### config.mk
export PLATFORM = sky130hd
export DESIGN_NAME = word_serial_addsub_flat
export DESIGN_NICKNAME = d
export VERILOG_FILES = /design/src/rtl/word_serial_addsub_if.sv /design/src/rtl/word_serial_addsub.sv /design/src/flat_wrapper.sv
export SDC_FILE = /design/constraint.sdc
export NUM_CORES = 1
export LEC_CHECK = 0
export CORE_ASPECT_RATIO = 1.1
export CORE_UTILIZATION = 30
export CTS_BUF_LIST = sky130_fd_sc_hd__clkbuf_8
export DETAILED_ROUTE_END_ITERATION = 6
export REMOVE_ABC_BUFFERS = 1
export SLEW_MARGIN = 20
export SYNTH_ARGS = -nofsm -noshare
export SYNTH_HDL_FRONTEND = slang
export SYNTH_HIERARCHICAL = 1
export SYNTH_SLANG_ARGS = --single-unit
### constraint.sdc
create_clock -name clk -period 5.95 [get_ports clk]
set_clock_uncertainty 0.05 [all_clocks]
set_input_delay 1.785 -clock clk [delete_from_list [all_inputs] [get_ports clk]]
set_output_delay 1.785 -clock clk [all_outputs]
set_load 0.02 [all_outputs]
### src/rtl/word_serial_addsub_if.sv
// Stream interface for word_serial_addsub.
// Input stream:  s_valid/s_ready handshake carrying s_a, s_b and s_sub (mode, word 0 only).
// Output stream: m_valid/m_ready handshake carrying m_data, m_last, m_co
//                and, with WORD_SERIAL_ZERO_FLAG_EN defined, m_zero.
// Modports: slave = the adder/subtractor, master = the environment driving it.
interface word_serial_addsub_if #(
    parameter int unsigned W = 64
);
    logic         s_valid;
    logic         s_ready;
    logic [W-1:0] s_a;
    logic [W-1:0] s_b;
    logic         s_sub;
    logic         m_valid;
    logic         m_ready;
    logic [W-1:0] m_data;
    logic         m_last;
    logic         m_co;
`ifdef WORD_SERIAL_ZERO_FLAG_EN
    logic         m_zero;
`endif

    modport slave (
        input  s_valid, s_a, s_b, s_sub, m_ready,
        output s_ready, m_valid, m_data, m_last, m_co
`ifdef WORD_SERIAL_ZERO_FLAG_EN
        , output m_zero
`endif
    );

    modport master (
        output s_valid, s_a, s_b, s_sub, m_ready,
        input  s_ready, m_valid, m_data, m_last, m_co
`ifdef WORD_SERIAL_ZERO_FLAG_EN
        , input m_zero
`endif
    );
endinterface

### src/rtl/word_serial_addsub.sv
// Word-serial wide adder/subtractor. Two N*W-bit operands arrive as N W-bit
// words, LS word first; the N-word sum (s_sub=0) or difference (s_sub=1)
// streams out one cycle after each input word, the carry chained between words.
// Ports:
//   clk    : clock, rising edge
//   rst_n  : asynchronous active-low reset
//   bus    : word_serial_addsub_if.slave (input and output word streams)
// Optional feature macro: WORD_SERIAL_ZERO_FLAG_EN adds bus.m_zero, set with
// m_last when every word of the result is zero.
// Also contains simple_cclaa_x4bit, the cascaded 4-bit carry look-ahead adder
// used for the per-word add.

// Cascaded carry look-ahead adder: WIDTH/4 lookahead groups, carry rippling
// between groups. WIDTH must be a multiple of 4.
module simple_cclaa_x4bit #(
    parameter int unsigned WIDTH = 64
) (
    input  logic [WIDTH-1:0] a,
    input  logic [WIDTH-1:0] b,
    input  logic             ci,
    output logic [WIDTH-1:0] sum,
    output logic             co
);
    localparam int unsigned NBLK = WIDTH / 4;

    logic [NBLK:0] c;

    assign c[0] = ci;

    for (genvar k = 0; k < NBLK; k++) begin : g_blk
        logic [3:0] g;
        logic [3:0] p;
        logic [4:0] cc;

        assign g     = a[4*k +: 4] & b[4*k +: 4];
        assign p     = a[4*k +: 4] ^ b[4*k +: 4];
        assign cc[0] = c[k];
        assign cc[1] = g[0] | (p[0] & cc[0]);
        assign cc[2] = g[1] | (p[1] & g[0]) | (p[1] & p[0] & cc[0]);
        assign cc[3] = g[2] | (p[2] & g[1]) | (p[2] & p[1] & g[0])
                     | (p[2] & p[1] & p[0] & cc[0]);
        assign cc[4] = g[3] | (p[3] & g[2]) | (p[3] & p[2] & g[1])
                     | (p[3] & p[2] & p[1] & g[0])
                     | (p[3] & p[2] & p[1] & p[0] & cc[0]);
        assign sum[4*k +: 4] = p ^ cc[3:0];
        assign c[k+1]        = cc[4];
    end

    assign co = c[NBLK];
endmodule

module word_serial_addsub #(
    parameter int unsigned W = 64,
    parameter int unsigned N = 64
) (
    input  logic                  clk,
    input  logic                  rst_n,
    word_serial_addsub_if.slave   bus
);
    localparam int unsigned IW = (N > 1) ? $clog2(N) : 1;

    typedef enum logic {
        IDLE = 1'b0,
        RUN  = 1'b1
    } state_t;

    state_t        state_q,   state_d;
    logic [IW-1:0] idx_q,     idx_d;
    logic          carry_q,   carry_d;
    logic          mode_q,    mode_d;
    logic          m_valid_q, m_valid_d;
    logic [W-1:0]  m_data_q,  m_data_d;
    logic          m_last_q,  m_last_d;
    logic          m_co_q,    m_co_d;
`ifdef WORD_SERIAL_ZERO_FLAG_EN
    logic          zero_run_q, zero_run_d;
    logic          m_zero_q,   m_zero_d;
    logic          zero_acc;
`endif

    logic          in_xfer;
    logic          out_xfer;
    logic          first;
    logic          is_last;
    logic          eff_mode;
    logic [W-1:0]  b_op;
    logic          cin;
    logic [W-1:0]  sum;
    logic          co;

    // Single-register pipeline: accept whenever the output slot frees this cycle.
    assign bus.s_ready = !m_valid_q || bus.m_ready;
    assign in_xfer     = bus.s_valid && bus.s_ready;
    assign out_xfer    = m_valid_q && bus.m_ready;

    // Word 0 takes mode and carry-in straight from s_sub so back-to-back
    // operands never inherit the previous operand's mode or carry.
    assign first    = (state_q == IDLE);
    assign is_last  = (idx_q == IW'(N - 1));
    assign eff_mode = first ? bus.s_sub : mode_q;
    assign b_op     = eff_mode ? ~bus.s_b : bus.s_b;
    assign cin      = first ? bus.s_sub : carry_q;

    simple_cclaa_x4bit #(.WIDTH(W)) u_add (
        .a   (bus.s_a),
        .b   (b_op),
        .ci  (cin),
        .sum (sum),
        .co  (co)
    );

`ifdef WORD_SERIAL_ZERO_FLAG_EN
    // Running "all words zero so far", restarted on word 0.
    assign zero_acc = (first ? 1'b1 : zero_run_q) & (sum == '0);
`endif

    // Next-state and output register logic.
    always_comb begin
        state_d   = state_q;
        idx_d     = idx_q;
        carry_d   = carry_q;
        mode_d    = mode_q;
        m_valid_d = m_valid_q;
        m_data_d  = m_data_q;
        m_last_d  = m_last_q;
        m_co_d    = m_co_q;
`ifdef WORD_SERIAL_ZERO_FLAG_EN
        zero_run_d = zero_run_q;
        m_zero_d   = m_zero_q;
`endif
        if (in_xfer) begin
            m_valid_d = 1'b1;
            m_data_d  = sum;
            m_last_d  = is_last;
            m_co_d    = is_last & co;
            carry_d   = co;
            if (first) begin
                mode_d = bus.s_sub;
            end
            if (is_last) begin
                idx_d   = '0;
                state_d = IDLE;
            end else begin
                idx_d   = idx_q + IW'(1);
                state_d = RUN;
            end
`ifdef WORD_SERIAL_ZERO_FLAG_EN
            zero_run_d = zero_acc;
            m_zero_d   = is_last & zero_acc;
`endif
        end else if (out_xfer) begin
            m_valid_d = 1'b0;
        end
    end

    // State register.
    always_ff @(posedge clk or negedge rst_n) begin
        if (!rst_n) begin
            state_q   <= IDLE;
            idx_q     <= '0;
            carry_q   <= 1'b0;
            mode_q    <= 1'b0;
            m_valid_q <= 1'b0;
            m_data_q  <= '0;
            m_last_q  <= 1'b0;
            m_co_q    <= 1'b0;
`ifdef WORD_SERIAL_ZERO_FLAG_EN
            zero_run_q <= 1'b0;
            m_zero_q   <= 1'b0;
`endif
        end else begin
            state_q   <= state_d;
            idx_q     <= idx_d;
            carry_q   <= carry_d;
            mode_q    <= mode_d;
            m_valid_q <= m_valid_d;
            m_data_q  <= m_data_d;
            m_last_q  <= m_last_d;
            m_co_q    <= m_co_d;
`ifdef WORD_SERIAL_ZERO_FLAG_EN
            zero_run_q <= zero_run_d;
            m_zero_q   <= m_zero_d;
`endif
        end
    end

    assign bus.m_valid = m_valid_q;
    assign bus.m_data  = m_data_q;
    assign bus.m_last  = m_last_q;
    assign bus.m_co    = m_co_q;
`ifdef WORD_SERIAL_ZERO_FLAG_EN
    assign bus.m_zero  = m_zero_q;
`endif
endmodule

### src/flat_wrapper.sv
// flat-port wrapper written by rule: the top's interface ports become plain ports
module word_serial_addsub_flat 
#(
    parameter int unsigned W = 64,
    parameter int unsigned N = 64
)
  (clk, rst_n, bus_s_valid, bus_s_a, bus_s_b, bus_s_sub, bus_m_ready, bus_s_ready, bus_m_valid, bus_m_data, bus_m_last, bus_m_co);
  word_serial_addsub_if #(.W(W)) bus_i ();
  input  logic clk;
  input  logic rst_n;
  input wire logic [$bits(bus_i.s_valid)-1:0] bus_s_valid;
  input wire logic [$bits(bus_i.s_a)-1:0] bus_s_a;
  input wire logic [$bits(bus_i.s_b)-1:0] bus_s_b;
  input wire logic [$bits(bus_i.s_sub)-1:0] bus_s_sub;
  input wire logic [$bits(bus_i.m_ready)-1:0] bus_m_ready;
  output wire logic [$bits(bus_i.s_ready)-1:0] bus_s_ready;
  output wire logic [$bits(bus_i.m_valid)-1:0] bus_m_valid;
  output wire logic [$bits(bus_i.m_data)-1:0] bus_m_data;
  output wire logic [$bits(bus_i.m_last)-1:0] bus_m_last;
  output wire logic [$bits(bus_i.m_co)-1:0] bus_m_co;
  assign bus_i.s_valid = bus_s_valid;
  assign bus_i.s_a = bus_s_a;
  assign bus_i.s_b = bus_s_b;
  assign bus_i.s_sub = bus_s_sub;
  assign bus_i.m_ready = bus_m_ready;
  assign bus_s_ready = bus_i.s_ready;
  assign bus_m_valid = bus_i.m_valid;
  assign bus_m_data = bus_i.m_data;
  assign bus_m_last = bus_i.m_last;
  assign bus_m_co = bus_i.m_co;
  word_serial_addsub #(.W(W), .N(N)) u_core (.clk(clk), .rst_n(rst_n), .bus(bus_i));
endmodule
==> flow_summary.yaml <==
power_and_ir_drop:
  power_per_cell_area_nw_per_um2: 426
  p_comb_share_pct: 66.2
  power.internal_mw: 2.44
  power.switching_fraction_pct: 39.1
  p_seq_share_pct: 22.9
  power.clock.fraction_pct: 10.9
  switching_power_mw: 1.56
  worst_ir_drop_vdd_uv: 267
  p_leak_nw: 4.09
synth:
  synth_area_leaders: "sky130_fd_sc_hd__dfrtp_1 30%, sky130_fd_sc_hd__ha_1 13%, sky130_fd_sc_hd__xnor2_1 12%, sky130_fd_sc_hd__mux2_4 7.1%, sky130_fd_sc_hd__fa_1 5.1%"
  synth_top_cells_by_count: "87 x sky130_fd_sc_hd__xnor2_1, 76 x sky130_fd_sc_hd__dfrtp_1, 65 x sky130_fd_sc_hd__ha_1, 32 x sky130_fd_sc_hd__a21oi_1, 30 x sky130_fd_sc_hd__mux2_4"
  synth_flop_type: "sky130_fd_sc_hd__dfrtp_1"
  synth_top_area_share_pct: 30.0
  ys_seq_elements: 76
  part_of_the_yosys_area_used_for_sequential_elements_pct: 30.0
  synth_largest_area_cell: "sky130_fd_sc_hd__dfrtp_1"
  synthesis.area_per_instance_sq_um: 11.3
  ys_async_sr_fraction_pct: 100
  synth_warnings: 6
  ys_types: 62
  synth_enable_flop_cells: 0
  post_synth_inst_count: 563
  most_instantiated_library_cell_after_synthesis: "sky130_fd_sc_hd__xnor2_1"
  mappedNetlistArea_sq_um: 6340
timing:
  max_slew.worst_pin.slew_ps: 557
  finalHoldViolations: 0
  f_max_mhz: 176
  setup_viol: 0
  grt_setup_unrepaired: "no"
  fin_worst_hold_slack_ps: 443
  final_max_slew_viols: 0
  slew_headroom_pct: 62.9
  final.period_utilization_pct: 95.4
  finalWorstPathRequiredPeriod_ps: 5670
clock_tree:
  clock-sinks: 76
  clockBufferDepth: 2
  cts.repair_timing.setup_buffer_count: 0
  tritoncts.num_buffers: 9
  clk-insertion-delay-late_ps: 350
  clock_tree.htree_level_count: 3
  clock_slew_at_the_register_clock_pins_of_the_worst_setup_and_hold_paths_ps: 80
  cts_root_buf: "sky130_fd_sc_hd__clkbuf_8"
  cts_tree: "built"
global_route:
  globalRouteTotalUtil_pct: 15.6
  grt_max_degree: 55
  grt_remaining_overflow: 0
  number_of_global_route_vias_before_repair: 5448
  number_of_antenna_violations_at_the_first_check_in_global_routing: 0
  grt_first_pass_wirelength_um: 26800
critical_path:
  rr_endpoint: "u_core/bus.m_data[49]"
  critical_path.reg2reg.startpoint: "u_core/state_q"
  reg2reg_setup_slack_ps: 1630
  timing.critical_path.to_type: "register"
  reg2regPathDepth: 17
  cp_max_fo: 9
  crit_type: "in -> reg"
  timing.critical_path.from_type: "input pin"
  arrival_time_at_the_worst_endpoint_ps: 5870
  timing.critical_path.required_ps: 6140
layout:
  synthToLayoutAreaGrowth_pct: 48.1
  num-nets-final: 1050
  n_fill_cell: 1997
  number_of_non_filler_instances_in_the_completed_layout: 1097
  post_route_cells_drive_above_1_share_pct: 20.6
  antenna_cells: 0
  post-route-util_pct: 45.5
die:
  dieHeight_um: 154
  start_util_pct: 30.7
  floorplan.io_pins: 201
  design.die.area_sq_um: 21700
  die-width_um: 141
  placementRows: 55
  coreArea_sq_um: 20600
placement:
  buffer_ports.inserted: 200
  dp_hpwl_um: 12900
  dpl.cell_count: 1081
  finalWeightedCongestion: 0.785
worst_hold_path:
  hold_start: "u_core/bus.m_data[40]"
  min_delay_path_depth: 1
  hold_path_class: "reg -> reg"
  whs_endpoint: "u_core/bus.m_data[40]"
run:
  max_cap_viol_count: 0
route:
  post_drt_via_cell_ratio: 4.72
  num_vias: 5174
  wl_um: 16300
  drt_pre_antenna_iters: 4
  final_antenna_net_count: 0
  drt_first_iter_violations: 127
  post_detailed_route_drc_marker_count: 0
  routedWlPerCell_um: 14.9
status:
  outcome: "finished clean"
per-stage QoR:
| stage | setup slack [ps] | setup TNS, ps | instance area, sq um | total power, mW |
|---|---|---|---|---|
| 6_report | 276 | 0 | 9390 | 4.00 |
| 5_1_grt | 8.00 | 0 | 9390 | 4.31 |
| 4_1_cts | 187 | 0 | 9360 | 4.04 |
| 3_5_place_dp | -197 | -1170 | 9140 | 3.56 |
| 3_3_place_gp | -106 | -550 | 9140 | 3.55 |
| 2_1_floorplan | -3890 | -203530 | 6190 | 2.50 |
kinds of logic after synthesis:
logic type	Yosys count	synth area share, %
AO/OA/AOI/OAI	118	13.1
XOR/XNOR	112	15.5
adder cells (fa/ha/maj)	81	17.9
buffers and inverters	31	3.35
flip-flops	76	30.0
multiplexers	66	13.5
AND/OR/NAND/NOR	79	6.73
worst max-delay path: stages:
cell                              delay (ps)
sky130_fd_sc_hd__clkdlybuf4s50_1         460
sky130_fd_sc_hd__mux2i_4                 250
sky130_fd_sc_hd__buf_12                  190
sky130_fd_sc_hd__xnor2_1                 120
sky130_fd_sc_hd__ha_1                    280
sky130_fd_sc_hd__and3_4                  190
sky130_fd_sc_hd__a221o_1                 360
sky130_fd_sc_hd__a221oi_2                280
sky130_fd_sc_hd__o211ai_2                160
sky130_fd_sc_hd__a22oi_2                 240
sky130_fd_sc_hd__a221oi_4                130
sky130_fd_sc_hd__o21ai_2                 160
sky130_fd_sc_hd__nand2b_1                 90
sky130_fd_sc_hd__a21o_1                  200
sky130_fd_sc_hd__a21o_1                  190
sky130_fd_sc_hd__fa_1                    370
sky130_fd_sc_hd__xor2_1                  160
sky130_fd_sc_hd__mux2_2                  260
layout by cell type, fill, tap and decap left out, types with 3 or more instances in the layout:
cell type	instances
sky130_fd_sc_hd__clkdlybuf4s50_1	199
sky130_fd_sc_hd__xnor2_1	87
sky130_fd_sc_hd__dfrtp_1	76
sky130_fd_sc_hd__buf_4	73
sky130_fd_sc_hd__ha_1	65
sky130_fd_sc_hd__a21oi_1	31
sky130_fd_sc_hd__mux2_4	30
sky130_fd_sc_hd__mux2_2	27
sky130_fd_sc_hd__xor2_1	25
sky130_fd_sc_hd__a21o_1	20
sky130_fd_sc_hd__o21ai_0	19
sky130_fd_sc_hd__nor2_1	19
sky130_fd_sc_hd__inv_1	16
sky130_fd_sc_hd__fa_1	16
sky130_fd_sc_hd__nand3_1	15
sky130_fd_sc_hd__nand2_1	13
sky130_fd_sc_hd__clkbuf_8	12
sky130_fd_sc_hd__nand4_1	10
sky130_fd_sc_hd__mux2_1	8
sky130_fd_sc_hd__o21a_1	5
sky130_fd_sc_hd__o21bai_1	5
sky130_fd_sc_hd__buf_12	4
sky130_fd_sc_hd__nor2b_1	4
sky130_fd_sc_hd__and2_1	3
sky130_fd_sc_hd__a221o_1	3
sky130_fd_sc_hd__a211oi_1	3
sky130_fd_sc_hd__a21o_2	3
sky130_fd_sc_hd__a31oi_1	3
sky130_fd_sc_hd__nand2b_1	3
worst max-delay path by stage:
stage	startpoint	endpoint	slack, ps	cells past startpoint
6_report	bus_s_sub	u_core/bus.m_data[49]	280	18
5_1_grt	bus_s_sub	u_core/bus.m_data[49]	8	18
4_1_cts	bus_s_sub	u_core/bus.m_data[48]	190	18
3_5_place_dp	bus_s_sub	u_core/bus.m_data[48]	-200	18
3_3_place_gp	bus_s_sub	u_core/bus.m_data[48]	-110	18
2_1_floorplan	bus_s_sub	u_core/bus.m_data[61]	-3890	15
layer usage:
layer	up-vias	wire, um	GRT usage (%)
met3	13	996	3.37
met2	144	7650	26.3
met1	2447	7500	20.1
met5	-	0	0
met4	0	197	4.55
li1	2570	-	-
timing repair:
action / in CTS / in global routing
resized for setup: 0 / 5
hold buffers: 0 / 0
setup endpoints to repair: 0 / 6
state kept, by name, summed over array words and instances, names as in the netlist:
| signal | cells |
|---|---|
| u_core/bus.m_last | 1 |
| u_core/mode_q | 1 |
| u_core/bus.m_data | 64 |
| u_core/bus.m_co | 1 |
| u_core/state_q | 1 |
| u_core/bus.m_valid | 1 |
| u_core/carry_q | 1 |
| u_core/idx_q | 6 |
power by group through the flow:
stage	clock, mW	combinational, mW	sequential, mW
2_1_floorplan	0	1.32	1.18
5_1_grt	0.479	2.89	0.948
3_3_place_gp	0	2.63	0.926
6_report	0.438	2.65	0.916
3_5_place_dp	0	2.64	0.923
4_1_cts	0.462	2.66	0.919
layout make-up:
type                    count  area, sq um  area share, %
flip-flops and latches     76         1900           20.3
multi-input cells         456         4270           45.5
inverters                  17         63.8          0.680
clock inverters             4         47.5          0.507
well taps                 256          320           3.41
repair buffers            276         2620           27.9
clock buffers              12          165           1.76
Note: power is estimated with default switching activity, not from simulation.
